===== src/rtl/tick_gen.sv =====
`timescale 1ns/1ps
// -----------------------------------------------------------------------------
// tick_gen
//   Time base and run control for the century clock. The board clock is divided
//   into single-cycle tick pulses that enable the least-significant digit
//   counter. A debounced RUN button toggles between PAUSED and RUN. With
//   TICK_STEP_EN defined, a debounced STEP button issues one tick while paused.
//
//   Optional feature macro: TICK_STEP_EN (adds btn_step and its debouncer).
//
//   Parameters
//     DIV        clk cycles per tick in normal mode (>= 2)
//     FAST_DIV   clk cycles per tick when fast=1 (2 <= FAST_DIV <= DIV)
//     DB_CYCLES  consecutive stable cycles to accept a button change (>= 1)
//
//   Ports
//     clk       in   system clock
//     reset_n   in   asynchronous active-low reset
//     btn_run   in   raw RUN button, active-high, asynchronous
//     btn_step  in   raw STEP button (TICK_STEP_EN only)
//     fast      in   synchronous level selecting the FAST_DIV period
//     tick      out  registered one-cycle tick pulse
//     running   out  registered, high while in RUN
// -----------------------------------------------------------------------------

// Button conditioner: 2-flop synchronizer, debouncer, registered press pulse.
module tick_gen_db #(
  parameter int DB_CYCLES = 1_000_000
) (
  input  logic clk,
  input  logic reset_n,
  input  logic raw_i,
  output logic press_o
);
  localparam int DB_W = $clog2(DB_CYCLES + 1);
  // Counter value in the cycle that makes the DB_CYCLES-th stable sample.
  localparam logic [DB_W-1:0] DB_LAST = DB_W'(DB_CYCLES - 1);

  logic            sync1_q, sync2_q;
  logic            db_q, db_d;
  logic            db_dly_q;
  logic            press_q;
  logic [DB_W-1:0] db_cnt_q, db_cnt_d;

  always_comb begin
    db_d     = db_q;
    db_cnt_d = '0;
    if (sync2_q != db_q) begin
      if (db_cnt_q == DB_LAST) begin
        db_d = sync2_q;
      end else begin
        db_cnt_d = db_cnt_q + DB_W'(1);
      end
    end
  end

  always_ff @(posedge clk or negedge reset_n) begin
    if (!reset_n) begin
      sync1_q  <= 1'b0;
      sync2_q  <= 1'b0;
      db_q     <= 1'b0;
      db_dly_q <= 1'b0;
      db_cnt_q <= '0;
      press_q  <= 1'b0;
    end else begin
      sync1_q  <= raw_i;
      sync2_q  <= sync1_q;
      db_q     <= db_d;
      db_cnt_q <= db_cnt_d;
      db_dly_q <= db_q;
      // Rising edge of the debounced level only; releases are ignored.
      press_q  <= db_q & ~db_dly_q;
    end
  end

  assign press_o = press_q;
endmodule

module tick_gen #(
  parameter int DIV       = 50_000_000,
  parameter int FAST_DIV  = 500_000,
  parameter int DB_CYCLES = 1_000_000
) (
  input  logic clk,
  input  logic reset_n,
  input  logic btn_run,
`ifdef TICK_STEP_EN
  input  logic btn_step,
`endif
  input  logic fast,
  output logic tick,
  output logic running
);
  localparam int CNT_W = (DIV > 1) ? $clog2(DIV) : 1;
  localparam logic [CNT_W-1:0] TERM_SLOW = CNT_W'(DIV - 1);
  localparam logic [CNT_W-1:0] TERM_FAST = CNT_W'(FAST_DIV - 1);

  typedef enum logic {
    PAUSED = 1'b0,
    RUN    = 1'b1
  } state_t;

  state_t           state_q;
  logic [CNT_W-1:0] cnt_q, cnt_d;
  logic [CNT_W-1:0] term;
  logic             tick_d;
  logic             run_press;
  logic             step_press;

  tick_gen_db #(.DB_CYCLES(DB_CYCLES)) u_db_run (
    .clk     (clk),
    .reset_n (reset_n),
    .raw_i   (btn_run),
    .press_o (run_press)
  );

`ifdef TICK_STEP_EN
  tick_gen_db #(.DB_CYCLES(DB_CYCLES)) u_db_step (
    .clk     (clk),
    .reset_n (reset_n),
    .raw_i   (btn_step),
    .press_o (step_press)
  );
`else
  assign step_press = 1'b0;
`endif

  assign term = fast ? TERM_FAST : TERM_SLOW;

  // Using >= rather than == means that raising fast while cnt is already
  // past the short terminal value fires one tick immediately instead of
  // wrapping through the long period.
  always_comb begin
    cnt_d  = '0;
    tick_d = 1'b0;
    if (state_q == RUN) begin
      if (cnt_q >= term) begin
        tick_d = 1'b1;
      end else begin
        cnt_d = cnt_q + CNT_W'(1);
      end
    end else begin
      // RUN press wins over a simultaneous STEP press.
      tick_d = step_press & ~run_press;
    end
  end

  always_ff @(posedge clk or negedge reset_n) begin
    if (!reset_n) begin
      state_q <= PAUSED;
      running <= 1'b0;
      tick    <= 1'b0;
      cnt_q   <= '0;
    end else begin
      cnt_q <= cnt_d;
      tick  <= tick_d;
      case (state_q)
        RUN: begin
          if (run_press) begin
            state_q <= PAUSED;
            running <= 1'b0;
          end
        end
        default: begin
          if (run_press) begin
            state_q <= RUN;
            running <= 1'b1;
          end
        end
      endcase
    end
  end
endmodule


===== config.mk =====
export PLATFORM = sky130hd
export DESIGN_NAME = tick_gen
export DESIGN_NICKNAME = d
export VERILOG_FILES = /design/src/rtl/tick_gen.sv
export SDC_FILE = /design/constraint.sdc
export NUM_CORES = 1
export LEC_CHECK = 0
export CAP_MARGIN = 10
export CORE_MARGIN = 3
export CORE_UTILIZATION = 50
export DETAILED_ROUTE_END_ITERATION = 16
export PLACE_DENSITY = 0.64
export SYNTH_ARGS = -nofsm -noshare
export SYNTH_HDL_FRONTEND = slang
export SYNTH_SLANG_ARGS = --single-unit

===== constraint.sdc =====
create_clock -name clk -period 3.3 [get_ports clk]
set_input_delay 0.66 -clock clk [delete_from_list [all_inputs] [get_ports clk]]
set_output_delay 0.66 -clock clk [all_outputs]
set_load 0.005 [all_outputs]

# [Word level (Yosys, flattened, before mapping)]
# Index checks and enable logic that the tools add are counted.
[totals] regBits=54 in_bits=4 output_inout_bits=2 wordCells=31
[classes] n_addsub=2 order_cmp=1 eq_ne=2 n_mux=13 bitwise=2 n_reduce_logical=1
[ops] operator="26-bit two-way mux" count=3
[ops] operator="20-bit two-way mux" count=2
[ops] operator="26-bit by 1-bit adder with 26-bit output (second input constant)" count=1
[ops] operator="26-bit >= comparator" count=1
[ops] operator="20-bit by 1-bit adder with 20-bit output (second input constant)" count=1
[ops] operator="20-bit equality test (second input constant)" count=1
[ops] operator="1-bit two-way mux" count=8
[ops] operator="2-bit AND reduction" count=1
[ops] operator="1-bit AND" count=1
[ops] operator="1-bit != test" count=1
[ops] operator="1-bit inverter" count=1

# [Depth between registers and ports, before layout]
# Gate-level depths: netlist (run 1).
[depth] word_depth=4 mapped_depth=8 depth_no_buf=7

# [By module]
# A second synthesis (run 1) with hierarchy kept.
[hier_totals] cells_unflattened=270 area_unflattened_um2=2880.3
[by_module_without_submodules] mod="tick_gen" instances=1 cells_per_inst=161 area_each_um2=1709.1 seq_area_each_um2=725.7
[by_module_without_submodules] mod="tick_gen_db" instances=1 cells_per_inst=109 area_each_um2=1171.1 seq_area_each_um2=625.6

# [Worst setup path after synthesis (run 1)]
# OpenSTA, ideal clock, no wires.
[synth_timing] path_kind="input port to flip-flop" start="input fast" end="register cnt_q[12]" setup_ps=72 arrival_time_ps=2067 path_slack_ps=1161 cell_stages=7 path_cell_list="ha_1 > a211oi_1 > nor2_1 > o31ai_1 > nand4_2 > buf_2 > nor2_1"
[synth_via] elab_chain_len=4
[synth_lines] item="from (decl)" line_no="90" text="input logic fast,"
[synth_lines] item="26-bit two-way mux" line_no="128" text="assign term = fast ? TERM_FAST : TERM_SLOW;"
[synth_lines] item="26-bit >= comparator" line_no="137" text="if (cnt_q >= term) begin"
[synth_lines] item="26-bit two-way mux" line_no="137"
[synth_lines] item="26-bit two-way mux" line_no="136" text="if (state_q == RUN) begin"
[synth_lines] item="via cnt_d[12]" line_no="104" text="logic [CNT_W-1:0] cnt_q, cnt_d;"
[synth_lines] item="to (signal assigned)" line_no="155" text="cnt_q <= cnt_d;"
[synth_lines] item="to (decl)" line_no="104"
# The timed path passes the listed nets, and every way through them passes these cells.
# A chain may end at the register's enable or synchronous reset.

# [Worst setup path after layout (run 1)]
[layout_timing] start="input fast" end="register cnt_q[9]"
# Same word-level chain as after synthesis.

==> flow_summary.json, run 1 <==
{
  "status": "finished, final reports clean",
  "htree_levels": 2,
  "cp.buffers_inverters": 3,
  "io_buffers": 5,
  "swShare_pct": 23.3,
  "r2r_start": "u_db_run.db_cnt_q[11]",
  "worstMarginPinSlew_ns": 0.632,
  "syn_to_final_growth_pct": 7.61,
  "crit_family": "buffers and inverters",
  "ant_nets": 0,
  "clk_latency_ns": 0.31,
  "max_stage_delay_ns": 0.54,
  "grt_overflow": 0,
  "crit_arrival_ns": 2.88,
  "netlist_area_sq_mm": 0.00280,
  "cp-startpoint": "fast",
  "chipWidth_microns": 80.8,
  "finalSetupViolations": 0,
  "worstSetupPathType": "input pin to flop",
  "ys_seq_elements": 54,
  "worst_hold_slack_ns": 0.347,
  "crit_required_ns": 3.55,
  "crit_slowest_cell": "clkdlybuf4s50_1",
  "synthCells": 271,
  "power_frac_seq_pct": 62.2,
  "max_freq_mhz": 380,
  "p_switching_mw": 0.250,
  "yosys_most_used_dff": "dfrtp_1",
  "rsz0062_at_grt": "no",
  "finalNonFillerCells": 352,
  "grt_max_degree": 29,
  "grt_first_pass_wirelength_mm": 8.65,
  "slew_headroom_pct": 57.9,
  "cts_tree": "built",
  "nFillCells": 468,
  "routedWlPerCell_microns": 13.3,
  "power_leakage_nw": 1.31,
  "grt_pass1_vias": 1871,
  "yosys.cell_types.count": 34,
  "end_kind": "flop",
  "clk_pin_slew_worst_paths_ns": 0.10,
  "track_usage_pct": 16.9,
  "gp_congestion": 0.770,
  "cp_cell_sequence": "clkdlybuf4s50_1, buf_4, ha_1, o21ai_0, nor2_1, o31ai_1, nand4_2, buf_12, nor2_1",
  "min_period_over_period_pct": 79.7,
  "avgSynthCellArea_sq_um": 10.3,
  "synth_edf_count": 0,
  "cts-buffers-inserted": 5,
  "yosys_warnings": 0,
  "dieArea_sq_mm": 0.00652,
  "drv_cap": 0,
  "drtIter0Drc": 68,
  "cts_sinks": 54,
  "finalCriticalPeriod_ns": 2.63,
  "fin_setup_tns_ns": 0,
  "worstPathMaxFanout": 21,
  "clock-root-buffer": "clkbuf_8",
  "dp_hpwl_mm": 3.41,
  "diodes": 0,
  "num_rows": 26,
  "finClkSkew_ns": 0.00521,
  "pwr-share-comb_pct": 3.5,
  "post-route-util_pct": 57.1,
  "vias_per_cell": 5.45,
  "power_density_mw_per_mm2": 358,
  "seq_area_frac_synth_pct": 48.3,
  "cpMostUsedCell": "nor2_1",
  "start_util_pct": 53.0,
  "ios": 6,
  "dp_cells": 344,
  "core_sq_mm": 0.00527,
  "intPower_mw": 0.826,
  "hold_class": "input pin to asynchronous set/reset pin",
  "max-clock-path-buffers": 2,
  "fp.dieH_microns": 80.8,
  "drive_gt1_share_pct": 7.45,
  "max-vdd-ir-drop_uv": 312,
  "hold_viol_final": 0,
  "maxSlewViolCount": 0,
  "total_power_mw": 1.08,
  "post_cts_buffers": 0,
  "synth-async-reset-ratio_pct": 100,
  "cp-start-kind": "input pin",
  "synth_nets": 290,
  "cts_resized": 0,
  "wl_mm": 4.70,
  "p_clk_share_pct": 34.3,
  "drc_errors": 0,
  "antenna_found_initial": 0,
  "vias": 1918,
  "finalNetCount": 300,
  "hold_buffers": 0,
  "firstDrtPassIters": 4
}
-- area by class of cell --
type | count | area [sq um] | share of cell area, %
clock buffers | 5 | 68.8 | 2.29
clock inverters | 3 | 21.3 | 0.707
inverters | 8 | 30.0 | 0.998
multi-input cells | 204 | 1370 | 45.5
flip-flops and latches | 54 | 1350 | 44.9
well taps | 70 | 87.6 | 2.91
repair buffers | 8 | 80.1 | 2.66
-- power groups by stage --
stage / Clock, mW / Sequential [mW] / Combinational [mW]
6_report: 0.369 / 0.670 / 0.0381
5_1_grt: 0.405 / 0.670 / 0.0458
3_5_place_dp: 0 / 0.683 / 0.0401
4_1_cts: 0.384 / 0.670 / 0.0403
3_3_place_gp: 0 / 0.683 / 0.0396
2_1_floorplan: 0 / 0.682 / 0.0199
-- cell usage in the layout (no fill, tap or decap), types with 2 or more instances in the layout --
master and count:
mux2_2 2, and4_1 2, nand3_1 21, nand4_2 2, buf_4 2, nor2b_1 2, nor4_1 2, clkbuf_8 5
nand2_1 12, ha_1 15, a211oi_1 2, nor4_2 2, a31oi_1 2, inv_1 8, and3_1 5, nor2_1 58
nor4_4 3, clkdlybuf4s50_1 4, nand4_1 14, xnor2_1 17, xor2_1 27, dfrtp_1 54, nor3_1 6
-- worst register-to-register path: cells and delay by family (launching register included) --
kind / cells / cell delay [ns]
and+or+nand+nor: 4 / 1.53
DFF: 1 / 0.46
-- metal layers --
metal | global-route usage [%] | share of wire (%) | up-vias
met2 | 25.9 | 46 | 17
met4 | 6.08 | 1.6 | 0
met1 | 23.9 | 51 | 945
met5 | 0 | 0 | -
met3 | 3.33 | 2.1 | 7
li1 | - | - | 949
-- path summary, 6_finish.rpt --
kind                                    endpoint  slack, ns  depth (start not counted)
max                                     cnt_q[9]       0.67                          9
min                                    cnt_q[24]       0.35                          1
max reg2reg                u_db_run.db_cnt_q[10]       1.17                          4
min reg2reg                     u_db_run.sync2_q       0.36                          0
max in group asynchronous       u_db_run.sync2_q       2.17                          2
min in group clk                u_db_run.sync2_q       0.36                          0
-- synthesized netlist by cell type, drive strengths merged (2+ instances only) --
| master | number | share of area [%] |
|---|---|---|
| a211oi | 2 | 0.54 |
| dfrtp | 54 | 48 |
| a31oi | 2 | 0.45 |
| nand2 | 12 | 1.6 |
| buf | 4 | 1.5 |
| nor3 | 6 | 1.1 |
| and4 | 2 | 0.63 |
| xnor2 | 17 | 5.3 |
| nor2 | 58 | 7.8 |
| xor2 | 27 | 8.5 |
| and3 | 5 | 1.1 |
| mux2 | 2 | 0.81 |
| ha | 15 | 6.7 |
| nor4 | 7 | 3.6 |
| inv | 8 | 1.1 |
| nor2b | 2 | 0.45 |
| nand3 | 21 | 3.8 |
| nand4 | 16 | 4.0 |
-- state kept, by name, indices dropped and copies added, names as in the netlist --
register / flops
cnt_q: 26
u_db_run.db_cnt_q: 20
running: 1
state_q: 1
tick: 1
u_db_run.db_dly_q: 1
u_db_run.db_q: 1
u_db_run.press_o: 1
u_db_run.sync1_q: 1
u_db_run.sync2_q: 1
-- cell families after synthesis --
logic type,count (synthesis),synth area share (%)
AND/OR/NAND/NOR,133,25.2
flip-flops,54,48.3
multiplexers,2,0.806
AO/OA/AOI/OAI,10,2.51
buffers and inverters,13,2.69
adder cells (fa/ha/maj),15,6.71
XOR/XNOR,44,13.8
-- metrics by stage --
step | setup WS, ns | cell area [sq um]
finish | 0.671 | 3010
global route | 0.470 | 3010
global placement | 0.389 | 2920
detailed placement | 0.309 | 2920
CTS | 0.654 | 3010
floorplan | 1.16 | 2800
No activity file was read; power rests on OpenSTA's default activity.
==> run 2: changes to the inputs <==
Settings changed: PLACE_DENSITY 0.64 to 0.67.
Clock period 3.3 ns to 2.29 ns, I/O delays scaled along.
==> flow_summary.json, run 2 (synthesis gave the netlist of run 1 again) <==
{
  "nFillCells": 460,
  "worstPathMaxFanout": 7,
  "p_switching_mw": 0.367,
  "post-route-util_pct": 57.6,
  "status": "finished, final reports clean",
  "intPower_mw": 1.23,
  "end_kind": "flop",
  "antenna_found_initial": 0,
  "diodes": 0,
  "power_frac_seq_pct": 60.5,
  "hold_buffers": 0,
  "layout_commonest_cell": "nor2_1",
  "ff2ff_path_depth": 6,
  "clock-root-buffer": "clkbuf_8",
  "drv_cap": 0,
  "maxSlewViolCount": 0,
  "ios": 6,
  "dp_cells": 347,
  "min_period_over_period_pct": 87.9,
  "gp_congestion": 0.824,
  "vias_per_cell": 5.41,
  "slew_headroom_pct": 58.7,
  "rsz0062_at_grt": "no",
  "pwr-share-comb_pct": 3.7,
  "largest-register": "cnt_q",
  "drive_gt1_share_pct": 8.77,
  "finalSetupViolations": 0,
  "max_stage_delay_ns": 0.64,
  "htree_levels": 2,
  "io_buffers": 5,
  "worstMarginPinSlew_ns": 0.619,
  "mostFrequentLayoutCells": "nor2_1 (58), dfrtp_1 (54), xor2_1 (27)",
  "num_rows": 26,
  "finClkSkew_ns": 0.00551,
  "fin_setup_tns_ns": 0,
  "vias": 1920,
  "firstDrtPassIters": 4,
  "power_density_mw_per_mm2": 525,
  "cts_tree": "built",
  "largest_reg_flops": 26,
  "core_sq_mm": 0.00527,
  "ant_nets": 0,
  "fp.dieH_microns": 80.8,
  "cts-buffers-inserted": 5,
  "max_freq_mhz": 497,
  "max-vdd-ir-drop_uv": 424,
  "worstSetupPathType": "flop to flop",
  "p_clk_share_pct": 35.8,
  "cp.buffers_inverters": 0,
  "crit_arrival_ns": 2.22,
  "track_usage_pct": 17.7,
  "cts_sinks": 54,
  "hold_class": "input pin to asynchronous set/reset pin",
  "crit_required_ns": 2.49,
  "syn_to_final_growth_pct": 8.55,
  "max-clock-path-buffers": 2,
  "power_leakage_nw": 1.33,
  "drtIter0Drc": 103,
  "dp_hpwl_mm": 3.53,
  "multiInputGateArea_sq_mm": 0.00137,
  "post_cts_buffers": 0,
  "crit_family": "simple AND/OR/NAND/NOR gates",
  "crit_slowest_cell": "nor4_4",
  "place_ws_ns": -0.290,
  "finalCriticalPeriod_ns": 2.01,
  "start_util_pct": 53.0,
  "routedWlPerCell_microns": 13.8,
  "drc_errors": 0,
  "worst_hold_slack_ns": 0.155,
  "grt_overflow": 0,
  "chipWidth_microns": 80.8,
  "hold_viol_final": 0,
  "finalNetCount": 303,
  "cp_cell_sequence": "ha_1, nand3_1, nor4_4, nand4_1, xor2_1, nor2_1",
  "swShare_pct": 23.0,
  "grt_max_degree": 29,
  "dieArea_sq_mm": 0.00652,
  "cts_resized": 0,
  "clk_latency_ns": 0.31,
  "grt_pass1_vias": 1935,
  "layout_setup_ws_ns": 0.277,
  "finalNonFillerCells": 355,
  "reg_top3": "cnt_q x26, u_db_run.db_cnt_q x20",
  "wl_mm": 4.89,
  "grt_first_pass_wirelength_mm": 9.03,
  "cp.depth": 6,
  "clk_pin_slew_worst_paths_ns": 0.10,
  "cp-start-kind": "flop",
  "regArea_sq_mm": 0.00135
}
==> run 2: cell types whose count changed in the layout (fill, tap and decap cells not counted), sizes merged <==
cell	previous run	this run
buf	4	7
dlymetal6s2s	0	1
clkbuf	5	6
inv	8	9
clkdlybuf4s50	4	3
clkinv	2	0
==> run 2: per-layer routing <==
layer / up-vias / GRT usage [%] / share of wire, %
met5: - / 0 / 0
met4: 0 / 5.57 / 1.1
met3: 5 / 2.99 / 1.9
met2: 11 / 26.7 / 45
met1: 951 / 26.1 / 52
li1: 953 / - / -
==> run 2: path summary, 6_finish.rpt <==
path | end | start | slack (ns)
setup reg to reg | cnt_q[18] | cnt_q[0] | 0.28
min in group clk | u_db_run.sync2_q | u_db_run.sync1_q | 0.36
hold / removal | cnt_q[22] | reset_n | 0.16
hold reg to reg | u_db_run.sync2_q | u_db_run.sync1_q | 0.36
max in group asynchronous | u_db_run.db_dly_q | reset_n | 1.50
setup / recovery | cnt_q[18] | cnt_q[0] | 0.28
==> run 2: worst reg2reg max path, stage by stage (launching register included) <==
cell,delay (ns)
dfrtp_1,0.39
ha_1,0.20
nand3_1,0.27
nor4_4,0.64
nand4_1,0.19
xor2_1,0.17
nor2_1,0.05
==> run 2: stage by stage <==
stage                     cell area [sq um]  total power [mW]
after floorplan                        2800              1.01
after global placement                 2930              1.04
after detailed placement               2930              1.05
after CTS                              3030              1.62
after global routing                   3030              1.66
final                                  3030              1.59
==> run 2: layout make-up <==
class	count	share of cell area, %
Timing Repair Buffer	11	3.05
Clock inverter	2	0.536
Multi-Input combinational cell	204	45.3
Inverter	8	0.990
Tap cell	70	2.89
Clock buffer	6	2.72
Sequential cell	54	44.5
==> run 2: power groups by stage <==
stage               logic [mW]  registers [mW]  clock network [mW]
floorplan               0.0286           0.983                   0
global placement        0.0593           0.984                   0
detailed placement      0.0611           0.984                   0
CTS                     0.0613           0.965               0.589
global route            0.0691           0.966               0.626
finish                  0.0587           0.965               0.570
